$ cat src/rtl/hft_pkg.sv
// Shared trading definitions used by the order dispatcher and the risk checker.
package hft_pkg;

   typedef enum logic {
      BUY  = 1'b0,
      SELL = 1'b1
   } trade_t;

endpackage

$ cat src/rtl/order_dispatcher.sv
// Pre-trade risk initiator: issues a risk check per request, waits for the verdict,
// presents approved orders on valid/ready and owns the signed net position.
module order_dispatcher
   import hft_pkg::*;
#(
   parameter int DATA_WIDTH     = 32,
   parameter int QTY_WIDTH      = 16,
   parameter int TIMEOUT_CYCLES = 8
) (
   input  logic                  i_clk,
   input  logic                  i_rst,
   input  logic                  i_req_valid,
   output logic                  o_req_ready,
   input  logic                  i_req_signal,
   input  logic [QTY_WIDTH-1:0]  i_req_quantity,
   input  logic [DATA_WIDTH-1:0] i_fixed_risk_limit,
   output logic                  o_risk_start,
   output logic                  o_risk_signal,
   output logic [QTY_WIDTH-1:0]  o_risk_quantity,
   output logic [DATA_WIDTH-1:0] o_risk_position,
   output logic [DATA_WIDTH-1:0] o_risk_limit,
   input  logic                  i_risk_hold,
   input  logic                  i_risk_data_valid,
   output logic                  o_order_valid,
   input  logic                  i_order_ready,
   output logic                  o_order_side,
   output logic [QTY_WIDTH-1:0]  o_order_quantity,
   output logic [DATA_WIDTH-1:0] o_position,
   output logic                  o_rejected,
   output logic                  o_timeout
);

   localparam int CNT_W = $clog2(TIMEOUT_CYCLES + 1);

   typedef enum logic [1:0] {
      S_IDLE  = 2'd0,
      S_WAIT  = 2'd1,
      S_ISSUE = 2'd2
   } state_t;

   state_t                r_state;
   state_t                w_state_next;
   logic [CNT_W-1:0]      r_wait_cnt;
   logic [CNT_W-1:0]      w_cnt_inc;
   logic                  w_accept;
   logic                  w_approve;
   logic                  w_reject;
   logic                  w_expire;
   logic                  w_handshake;
   logic [DATA_WIDTH-1:0] w_qty_ext;

   logic                  r_risk_start;
   logic                  r_risk_signal;
   logic [QTY_WIDTH-1:0]  r_risk_quantity;
   logic [DATA_WIDTH-1:0] r_risk_position;
   logic [DATA_WIDTH-1:0] r_risk_limit;
   logic                  r_order_valid;
   logic                  r_order_side;
   logic [QTY_WIDTH-1:0]  r_order_quantity;
   logic [DATA_WIDTH-1:0] r_position;
   logic                  r_rejected;
   logic                  r_timeout;

   assign w_cnt_inc = r_wait_cnt + {{(CNT_W-1){1'b0}}, 1'b1};
   assign w_qty_ext = {{(DATA_WIDTH-QTY_WIDTH){1'b0}}, r_order_quantity};

   // Next-state decode and the single-cycle events that drive the registers.
   always_comb begin
      w_state_next = r_state;
      w_accept     = 1'b0;
      w_approve    = 1'b0;
      w_reject     = 1'b0;
      w_expire     = 1'b0;
      w_handshake  = 1'b0;
      case (r_state)
         S_IDLE: begin
            if (i_req_valid) begin
               w_accept     = 1'b1;
               w_state_next = S_WAIT;
            end else begin
               w_state_next = S_IDLE;
            end
         end
         S_WAIT: begin
            // A verdict in the expiry cycle takes priority over the timeout.
            if (i_risk_data_valid) begin
               w_state_next = i_risk_hold ? S_IDLE : S_ISSUE;
               w_reject     = i_risk_hold;
               w_approve    = ~i_risk_hold;
            end else if (w_cnt_inc == CNT_W'(TIMEOUT_CYCLES)) begin
               w_expire     = 1'b1;
               w_state_next = S_IDLE;
            end else begin
               w_state_next = S_WAIT;
            end
         end
         S_ISSUE: begin
            if (i_order_ready) begin
               w_handshake  = 1'b1;
               w_state_next = S_IDLE;
            end else begin
               w_state_next = S_ISSUE;
            end
         end
         default: w_state_next = S_IDLE;
      endcase
   end

   // State, latched trade data, position and output pulses.
   always_ff @(posedge i_clk) begin
      if (i_rst) begin
         r_state          <= S_IDLE;
         r_wait_cnt       <= {CNT_W{1'b0}};
         r_risk_start     <= 1'b0;
         r_risk_signal    <= 1'b0;
         r_risk_quantity  <= {QTY_WIDTH{1'b0}};
         r_risk_position  <= {DATA_WIDTH{1'b0}};
         r_risk_limit     <= {DATA_WIDTH{1'b0}};
         r_order_valid    <= 1'b0;
         r_order_side     <= 1'b0;
         r_order_quantity <= {QTY_WIDTH{1'b0}};
         r_position       <= {DATA_WIDTH{1'b0}};
         r_rejected       <= 1'b0;
         r_timeout        <= 1'b0;
      end else begin
         r_state      <= w_state_next;
         r_risk_start <= w_accept;
         r_rejected   <= w_reject | w_expire;
         r_timeout    <= w_expire;
         if (w_accept) begin
            r_risk_signal   <= i_req_signal;
            r_risk_quantity <= i_req_quantity;
            r_risk_position <= r_position;
            r_risk_limit    <= i_fixed_risk_limit;
            r_wait_cnt      <= {CNT_W{1'b0}};
         end else if (r_state == S_WAIT) begin
            r_wait_cnt <= w_cnt_inc;
         end
         if (w_approve) begin
            r_order_valid    <= 1'b1;
            r_order_side     <= r_risk_signal;
            r_order_quantity <= r_risk_quantity;
         end else if (w_handshake) begin
            r_order_valid <= 1'b0;
         end
         // Position wraps modulo 2^DATA_WIDTH; the risk checker keeps it in range.
         if (w_handshake) begin
            if (r_order_side == SELL) begin
               r_position <= r_position - w_qty_ext;
            end else begin
               r_position <= r_position + w_qty_ext;
            end
         end
      end
   end

   assign o_req_ready      = (r_state == S_IDLE);
   assign o_risk_start     = r_risk_start;
   assign o_risk_signal    = r_risk_signal;
   assign o_risk_quantity  = r_risk_quantity;
   assign o_risk_position  = r_risk_position;
   assign o_risk_limit     = r_risk_limit;
   assign o_order_valid    = r_order_valid;
   assign o_order_side     = r_order_side;
   assign o_order_quantity = r_order_quantity;
   assign o_position       = r_position;
   assign o_rejected       = r_rejected;
   assign o_timeout        = r_timeout;

endmodule

$ cat config.mk
export PLATFORM = sky130hd
export DESIGN_NAME = order_dispatcher
export DESIGN_NICKNAME = d
export VERILOG_FILES = /design/src/rtl/hft_pkg.sv /design/src/rtl/order_dispatcher.sv
export SDC_FILE = /design/constraint.sdc
export NUM_CORES = 1
export LEC_CHECK = 0
export ABC_CLOCK_PERIOD_IN_PS = 11300
export CELL_PAD_IN_SITES_DETAIL_PLACEMENT = 2
export CELL_PAD_IN_SITES_GLOBAL_PLACEMENT = 2
export CORE_ASPECT_RATIO = 0.75
export CORE_MARGIN = 10
export CORE_UTILIZATION = 30
export DETAILED_ROUTE_END_ITERATION = 12
export GPL_TIMING_DRIVEN = 0
export PLACE_DENSITY = 0.95
export SLEW_MARGIN = 25
export SYNTH_ARGS = -nofsm -noshare
export SYNTH_HDL_FRONTEND = slang
export SYNTH_SLANG_ARGS = --single-unit
$ cat constraint.sdc
create_clock -name i_clk -period 11.3 [get_ports i_clk]
set_clock_uncertainty 0.15 [all_clocks]
set_input_delay 2.26 -clock i_clk [delete_from_list [all_inputs] [get_ports i_clk]]
set_output_delay 2.26 -clock i_clk [all_outputs]
set_load 0.1 [all_outputs]
### After elaboration in Yosys (flattened, before gate mapping)

Cells that the tools add are included.

* output and inout port bits: 135
* logic and storage cells: 44
* register bits: 140
* bits of input ports: 55

* mux-type cells: 20
* reduce and logical (&&, ||, !) cells: 3
* equal/unequal tests: 3
* add/sub/neg operators: 3
* bitwise gates (word level): 2

Operator list (count)
* $add A32 B16 Y32: 1
* $mux W32: 1
* $sub A32 B16 Y32: 1
* $mux W1: 15
* $mux W2: 3
* $pmux W2 S3: 1
* $add A4 B1 Y4 const B: 1
* $eq A4 B4 Y1 const B: 1
* $eq A2 B1 Y1 const B: 1
* $eq A2 B2 Y1 const B: 1
* $logic_not A2 Y1: 1
* $reduce_bool A2 Y1: 1
* $reduce_or A2 Y1: 1
* $not A1 Y1: 1
* $or A1 B1 Y1: 1

### Depth between registers and ports, before layout

* word-level depth: 6
* gate-level depth with buffers: 18
* gate-level depth less buffers: 16

### Worst setup path before layout

No wires, ideal clock.

* path kind: register -> register
* start point: reg r_order_quantity[2], in the netlist o_order_quantity[2]
* end point: reg r_position[31], in the netlist o_position[31]
* path buffers: 1
* setup time: 123 ps
* clock period less this slack: 4276 ps
* arrival: 4002 ps
* path slack: 7024 ps
* stages on the path, launching flop included: 18
* required time: 11027 ps
* cell sequence: dfxtp_1 -> nor3_1 -> nand2_1 -> nor3_1 -> and2_1 -> clkbuf_1 -> nor2_1 -> xnor2_1 -> ha_1 -> nand4_1 -> a211oi_2 -> o21ai_1 -> a21oi_2 -> o21ai_1 -> a21o_1 -> o21ai_1 -> mux2i_1 -> mux2_1

* cells in the longest elaborated chain, start to end: 2
* elaborated cells on any way between the ends: 3
* those cells by class: add/sub (2); mux (1)

RTL lines
* from (decl): line order_dispatcher.sv:59 `logic [QTY_WIDTH-1:0] r_order_quantity;`
* from (signal assigned): line order_dispatcher.sv:121 `r_order_quantity <= {QTY_WIDTH{1'b0}};`
* from (signal assigned): line order_dispatcher.sv:142 `r_order_quantity <= r_risk_quantity;`
* $add A32 B16 Y32 / $sub A32 B16 Y32 (equally long branches): line order_dispatcher.sv:151, order_dispatcher.sv:149
* $mux W32 (*): line order_dispatcher.sv:148 `if (r_order_side == SELL) begin`
* to (signal assigned): line order_dispatcher.sv:122 `r_position <= {DATA_WIDTH{1'b0}};`
* to (signal assigned): line order_dispatcher.sv:149 `r_position <= r_position - w_qty_ext;`
* to (signal assigned): line order_dispatcher.sv:151 `r_position <= r_position + w_qty_ext;`
* to (decl): line order_dispatcher.sv:60 `logic [DATA_WIDTH-1:0] r_position;`

Mark *: on every way between the ends. The rest lies on a longest branch, timed or not.
A chain may end at the register's enable or synchronous reset.

### Worst setup path in the final report

* start point: reg r_order_quantity[8], in the netlist o_order_quantity[8]
* end point: reg r_position[31], in the netlist o_position[31]

Same word-level chain as after synthesis.

==> impl_results.html <==
<table>
<tr><th>Metric</th><th>Value</th></tr>
<tr><th colspan="2">Timing</th></tr>
<tr><td>Pins Over Slew Limit</td><td>0</td></tr>
<tr><td>Final hold slack</td><td>0.324 ns</td></tr>
<tr><td>Top achievable clock speed</td><td>0.200 GHz</td></tr>
<tr><td>Slew at the pin with the worst max-slew slack</td><td>1.07 ns</td></tr>
<tr><td>Total negative slack</td><td>0 ns</td></tr>
<tr><td>Worst relative slew slack</td><td>0.282</td></tr>
<tr><td>Setup repair after global routing missed its margin</td><td>no</td></tr>
<tr><td>Final Hold Fails</td><td>0</td></tr>
<tr><td>Part of the cycle the worst path needs</td><td>0.442</td></tr>
<tr><td>Final critical-path required period</td><td>5.00 ns</td></tr>
<tr><td>Final setup viols</td><td>0</td></tr>
<tr><th colspan="2">Global route</th></tr>
<tr><td>Number of global-route vias before repair</td><td>7262</td></tr>
<tr><td>Residual overflow from global routing</td><td>0</td></tr>
<tr><td>Pin count of the biggest net entering global routing</td><td>17</td></tr>
<tr><td>Overall fraction of global-route tracks in use</td><td>0.207</td></tr>
<tr><td>Wire length of the first global-routing pass</td><td>~45000 um</td></tr>
<tr><td>Number of antenna violations at the first check in global routing</td><td>0</td></tr>
<tr><th colspan="2">Critical path</th></tr>
<tr><td>Category of the most critical setup path</td><td>flop to flop</td></tr>
<tr><td>Arrival time at the worst endpoint</td><td>5.17 ns</td></tr>
<tr><td>CP Capture Type</td><td>flop</td></tr>
<tr><td>Worst r2r path cells</td><td>16</td></tr>
<tr><td>Crit path launch type</td><td>flop</td></tr>
<tr><td>Crit path max fanout</td><td>10</td></tr>
<tr><td>Endpoint required time on the critical path</td><td>11.48 ns</td></tr>
<tr><th colspan="2">Pwr</th></tr>
<tr><td>Power density of the placed cells</td><td>161 nW/um^2</td></tr>
<tr><td>Peak supply drop</td><td>0.0000804 V</td></tr>
<tr><td>LEAKAGE</td><td>about 3.6 nW</td></tr>
<tr><td>Overall Power</td><td>1.51 mW</td></tr>
<tr><th colspan="2">Clock network</th></tr>
<tr><td>Post-CTS Resized</td><td>0</td></tr>
<tr><td>CTS tree</td><td>done</td></tr>
<tr><td>Clk slew on worst S/H paths</td><td>around 0.07 ns</td></tr>
<tr><td>Clock sink count</td><td>140</td></tr>
<tr><td>Worst-case clock buffer depth</td><td>2</td></tr>
<tr><td>H-tree lvl count</td><td>4</td></tr>
<tr><td>Later-pin clock latency in the skew report</td><td>roughly 0.44 ns</td></tr>
<tr><td>Number of CTS-inserted buffers</td><td>17</td></tr>
<tr><td>Number of buffers inserted by post-CTS setup repair</td><td>0</td></tr>
<tr><td>Hold bufs inserted after CTS</td><td>0</td></tr>
<tr><td>Root buffer cell</td><td>sky130_fd_sc_hd__clkbuf_16</td></tr>
<tr><th colspan="2">Drt</th></tr>
<tr><td>Iter 0 DRT Violations</td><td>315</td></tr>
<tr><td>Antenna-violating nets left</td><td>0</td></tr>
<tr><td>Total number of vias</td><td>around 6600</td></tr>
<tr><td>Number of iterations in the first detailed-routing pass</td><td>7</td></tr>
<tr><td>DRC errors left</td><td>0</td></tr>
<tr><td>Total Wirelength</td><td>29200 um</td></tr>
<tr><td>Vias/cell</td><td>5.30</td></tr>
<tr><td>Routed length per placed instance</td><td>23.4 um</td></tr>
<tr><th colspan="2">Synthesis</th></tr>
<tr><td>Number of cells produced by synthesis</td><td>736</td></tr>
<tr><td>Ranking of synthesized cells by area</td><td>sky130_fd_sc_hd__dfxtp_1 (43%), sky130_fd_sc_hd__a22o_1 (11%), sky130_fd_sc_hd__ha_1 (6.5%)</td></tr>
<tr><td>Proportion of synthesized flip-flops having asynchronous set or reset</td><td>0</td></tr>
<tr><td>Count of flip-flops with a built-in enable after synthesis</td><td>0</td></tr>
<tr><td>Count of cell types in the netlist</td><td>54</td></tr>
<tr><td>Largest area contributor in the synthesized netlist</td><td>sky130_fd_sc_hd__dfxtp_1</td></tr>
<tr><td>Primary FF master, synth</td><td>sky130_fd_sc_hd__dfxtp_1</td></tr>
<tr><td>Area fraction of the dominant cell type after synthesis</td><td>0.429</td></tr>
<tr><td>Post-synthesis area per instance</td><td>8.87 sq um</td></tr>
<tr><td>Yosys warnings</td><td>0</td></tr>
<tr><td>Sequential element share of the synthesized area</td><td>0.429</td></tr>
<tr><td>Netlist area before placement</td><td>6530 sq um</td></tr>
<tr><td>Syn Nets</td><td>826</td></tr>
<tr><td>Synthesized flop and latch total</td><td>140</td></tr>
<tr><th colspan="2">Placed design</th></tr>
<tr><td>Total half-perimeter wirelength after legalization and detailed placement</td><td>21800 um</td></tr>
<tr><td>GPL Wtd Cong</td><td>0.912</td></tr>
<tr><td>Placed cell areas</td><td>8790 sq um</td></tr>
<tr><td>I/O Buffers</td><td>189</td></tr>
<tr><td>Cell count after placement</td><td>1213</td></tr>
<tr><th colspan="2">Floorplanning</th></tr>
<tr><td>Die Span Y</td><td>~150 um</td></tr>
<tr><td>Core Rows</td><td>46</td></tr>
<tr><td>Die Outline Area</td><td>28100 sq um</td></tr>
<tr><td>Core footprint</td><td>about 21000 sq um</td></tr>
<tr><td>Horizontal extent of the die</td><td>about 190 um</td></tr>
<tr><td>Number of primary I/O pins</td><td>190</td></tr>
<tr><td>Initial standard-cell utilization of the core</td><td>0.307</td></tr>
<tr><th colspan="2">Status</th></tr>
<tr><td>Result of the run</td><td>complete, no violations</td></tr>
<tr><th colspan="2">Cells and area</th></tr>
<tr><td>Share of post-route cells with drive strength above 1</td><td>0.0439</td></tr>
<tr><td>Filler-free cell count of the finished design</td><td>around 1200</td></tr>
<tr><td>Final #Nets</td><td>about 1000</td></tr>
<tr><td>Final standard cell area without fillers</td><td>9360 sq um</td></tr>
<tr><td>Relative area change from synthesis to final layout</td><td>43.3%</td></tr>
<tr><th colspan="2">Min path</th></tr>
<tr><td>Hold Path Stages</td><td>2</td></tr>
<tr><td>Hold/Removal Path Class</td><td>flop to flop</td></tr>
<tr><th colspan="2">Run</th></tr>
<tr><td>Max Cap Viol</td><td>0</td></tr>
</table>
[cells in the mapped netlist, types with 2 or more instances]
cell type / n
sky130_fd_sc_hd__dfxtp_1: 140
sky130_fd_sc_hd__nand2_1: 106
sky130_fd_sc_hd__a21oi_1: 81
sky130_fd_sc_hd__a22o_1: 80
sky130_fd_sc_hd__clkbuf_1: 39
sky130_fd_sc_hd__nor2_1: 36
sky130_fd_sc_hd__ha_1: 34
sky130_fd_sc_hd__xnor2_1: 31
sky130_fd_sc_hd__o21ai_0: 25
sky130_fd_sc_hd__a21o_1: 24
sky130_fd_sc_hd__inv_1: 18
sky130_fd_sc_hd__nor3_1: 10
sky130_fd_sc_hd__nand3_1: 9
sky130_fd_sc_hd__xor2_1: 9
sky130_fd_sc_hd__nand4_1: 8
sky130_fd_sc_hd__a211oi_1: 7
sky130_fd_sc_hd__and3_1: 6
sky130_fd_sc_hd__nand2b_1: 6
sky130_fd_sc_hd__mux2i_1: 5
sky130_fd_sc_hd__nor2b_1: 5
sky130_fd_sc_hd__a31oi_1: 4
sky130_fd_sc_hd__and2_1: 4
sky130_fd_sc_hd__nand3b_1: 4
sky130_fd_sc_hd__o21ai_1: 4
sky130_fd_sc_hd__o21bai_1: 4
sky130_fd_sc_hd__a32oi_1: 2
sky130_fd_sc_hd__buf_1: 2
sky130_fd_sc_hd__nor3b_1: 2
sky130_fd_sc_hd__nor4_1: 2
sky130_fd_sc_hd__nor4b_1: 2
sky130_fd_sc_hd__o21a_1: 2
sky130_fd_sc_hd__o311a_1: 2
sky130_fd_sc_hd__o31ai_1: 2
[stage by stage]
stage / setup WS, ns / util
after global placement: 6.43 / 0.412
after global routing: 5.87 / 0.439
after detailed placement: 6.47 / 0.413
after floorplan: 7.02 / -
final: 6.30 / 0.439
after CTS: 6.36 / 0.439
[cells in the final DEF, fill, tap and decap left out, types with 2 or more instances in the layout]
| cell | Yosys | routed |
|---|---|---|
| sky130_fd_sc_hd__a211oi_1 | 7 | 7 |
| sky130_fd_sc_hd__o21ai_1 | 4 | 4 |
| sky130_fd_sc_hd__nor2b_1 | 5 | 5 |
| sky130_fd_sc_hd__nor4b_1 | 2 | 2 |
| sky130_fd_sc_hd__o21bai_1 | 4 | 4 |
| sky130_fd_sc_hd__nand3b_1 | 4 | 4 |
| sky130_fd_sc_hd__nand3_1 | 9 | 9 |
| sky130_fd_sc_hd__a32oi_1 | 2 | 2 |
| sky130_fd_sc_hd__a21o_1 | 24 | 24 |
| sky130_fd_sc_hd__a22o_1 | 80 | 80 |
| sky130_fd_sc_hd__inv_6 | 0 | 5 |
| sky130_fd_sc_hd__xnor2_1 | 31 | 31 |
| sky130_fd_sc_hd__o311a_1 | 2 | 2 |
| sky130_fd_sc_hd__o31ai_1 | 2 | 2 |
| sky130_fd_sc_hd__and3_1 | 6 | 6 |
| sky130_fd_sc_hd__nand2b_1 | 6 | 6 |
| sky130_fd_sc_hd__xor2_1 | 9 | 9 |
| sky130_fd_sc_hd__a21oi_1 | 81 | 80 |
| sky130_fd_sc_hd__a21oi_2 | 1 | 2 |
| sky130_fd_sc_hd__inv_1 | 18 | 18 |
| sky130_fd_sc_hd__clkbuf_16 | 0 | 17 |
| sky130_fd_sc_hd__nor3_1 | 10 | 10 |
| sky130_fd_sc_hd__nor4_1 | 2 | 2 |
| sky130_fd_sc_hd__inv_8 | 0 | 3 |
| sky130_fd_sc_hd__nand2_1 | 106 | 106 |
| sky130_fd_sc_hd__clkbuf_1 | 39 | 40 |
| sky130_fd_sc_hd__o21ai_0 | 25 | 25 |
| sky130_fd_sc_hd__a31oi_1 | 4 | 4 |
| sky130_fd_sc_hd__nor2_1 | 36 | 35 |
| sky130_fd_sc_hd__clkinvlp_4 | 0 | 3 |
| sky130_fd_sc_hd__and2_1 | 4 | 4 |
| sky130_fd_sc_hd__clkdlybuf4s50_1 | 0 | 189 |
| sky130_fd_sc_hd__nand4_1 | 8 | 8 |
| sky130_fd_sc_hd__buf_1 | 2 | 2 |
| sky130_fd_sc_hd__ha_1 | 34 | 34 |
| sky130_fd_sc_hd__mux2i_1 | 5 | 5 |
| sky130_fd_sc_hd__dfxtp_1 | 140 | 140 |
| sky130_fd_sc_hd__o21a_1 | 2 | 2 |
[report_power, final]
part	switching (mW)	internal (mW)	total (mW)
Combinational	0.295	0.141	0.436
Clock	0.260	0.290	0.551
Sequential	0.0137	0.510	0.524
Total	0.570	0.941	1.51
[cells by family after synthesis]
family / Yosys count / synth area share
and+or+nand+nor: 206 / 0.143
buffers and inverters: 61 / 0.0352
adders and majority gates: 35 / 0.0682
xor gates and xnor gates: 40 / 0.0536
DFF: 140 / 0.429
AOI/OAI and AO/OA: 248 / 0.262
muxes: 6 / 0.00939
[sequential cells by signal, indices dropped and copies added (netlist names)]
name              flops
o_order_side          1
o_risk_signal         1
r_wait_cnt            4
o_risk_position      32
r_state               2
o_risk_quantity      16
o_position           32
o_risk_start          1
o_timeout             1
o_rejected            1
o_order_quantity     16
o_order_valid         1
o_risk_limit         32
[worst max-delay path: stages, from the launching register on]
cell,delay (ns)
sky130_fd_sc_hd__dfxtp_1,0.39
sky130_fd_sc_hd__nor3_1,0.37
sky130_fd_sc_hd__nand2_1,0.16
sky130_fd_sc_hd__nor4_1,0.56
sky130_fd_sc_hd__and2_0,0.36
sky130_fd_sc_hd__clkbuf_1,0.40
sky130_fd_sc_hd__a21o_1,0.30
sky130_fd_sc_hd__ha_1,0.32
sky130_fd_sc_hd__a21oi_1,0.28
sky130_fd_sc_hd__nor2b_1,0.09
sky130_fd_sc_hd__o21ai_0,0.16
sky130_fd_sc_hd__nand2b_1,0.15
sky130_fd_sc_hd__o31ai_1,0.35
sky130_fd_sc_hd__a21o_1,0.17
sky130_fd_sc_hd__o21ai_1,0.11
sky130_fd_sc_hd__mux2i_1,0.22
sky130_fd_sc_hd__mux2_1,0.35
[area by class of cell]
| type | instances | area, sq um |
|---|---|---|
| Fill cell | 2318 | 11900 |
| Multi-Input combinational cell | 535 | 3510 |
| Sequential cell | 140 | 2800 |
| Timing Repair Buffer | 189 | 1890 |
| Clock buffer | 18 | 429 |
| Tap cell | 288 | 360 |
| Buffer | 42 | 159 |
| Clock inverter | 14 | 130 |
| Inverter | 19 | 71.3 |
| Antenna cell | 1 | 2.50 |
[worst paths after layout]
check | from | end | slack, ns
worst min register to register | o_order_valid$_SDFFE_PP0P_ | o_order_valid$_SDFFE_PP0P_ | 0.32
worst min-delay path | o_order_valid$_SDFFE_PP0P_ | o_order_valid$_SDFFE_PP0P_ | 0.32
worst max register to register | o_order_quantity[8]$_SDFFE_PP0P_ | o_position[31]$_SDFFE_PP0P_ | 6.30
worst max-delay path | o_order_quantity[8]$_SDFFE_PP0P_ | o_position[31]$_SDFFE_PP0P_ | 6.30
[layer usage]
layer	track usage	vias up	wire length, um
met5	0	-	0
met4	0.0432	0	272
met3	0.0733	21	2370
met2	0.343	203	13800
met1	0.252	3304	12800
li1	-	3075	-
No activity file was read; power rests on OpenSTA's default activity.
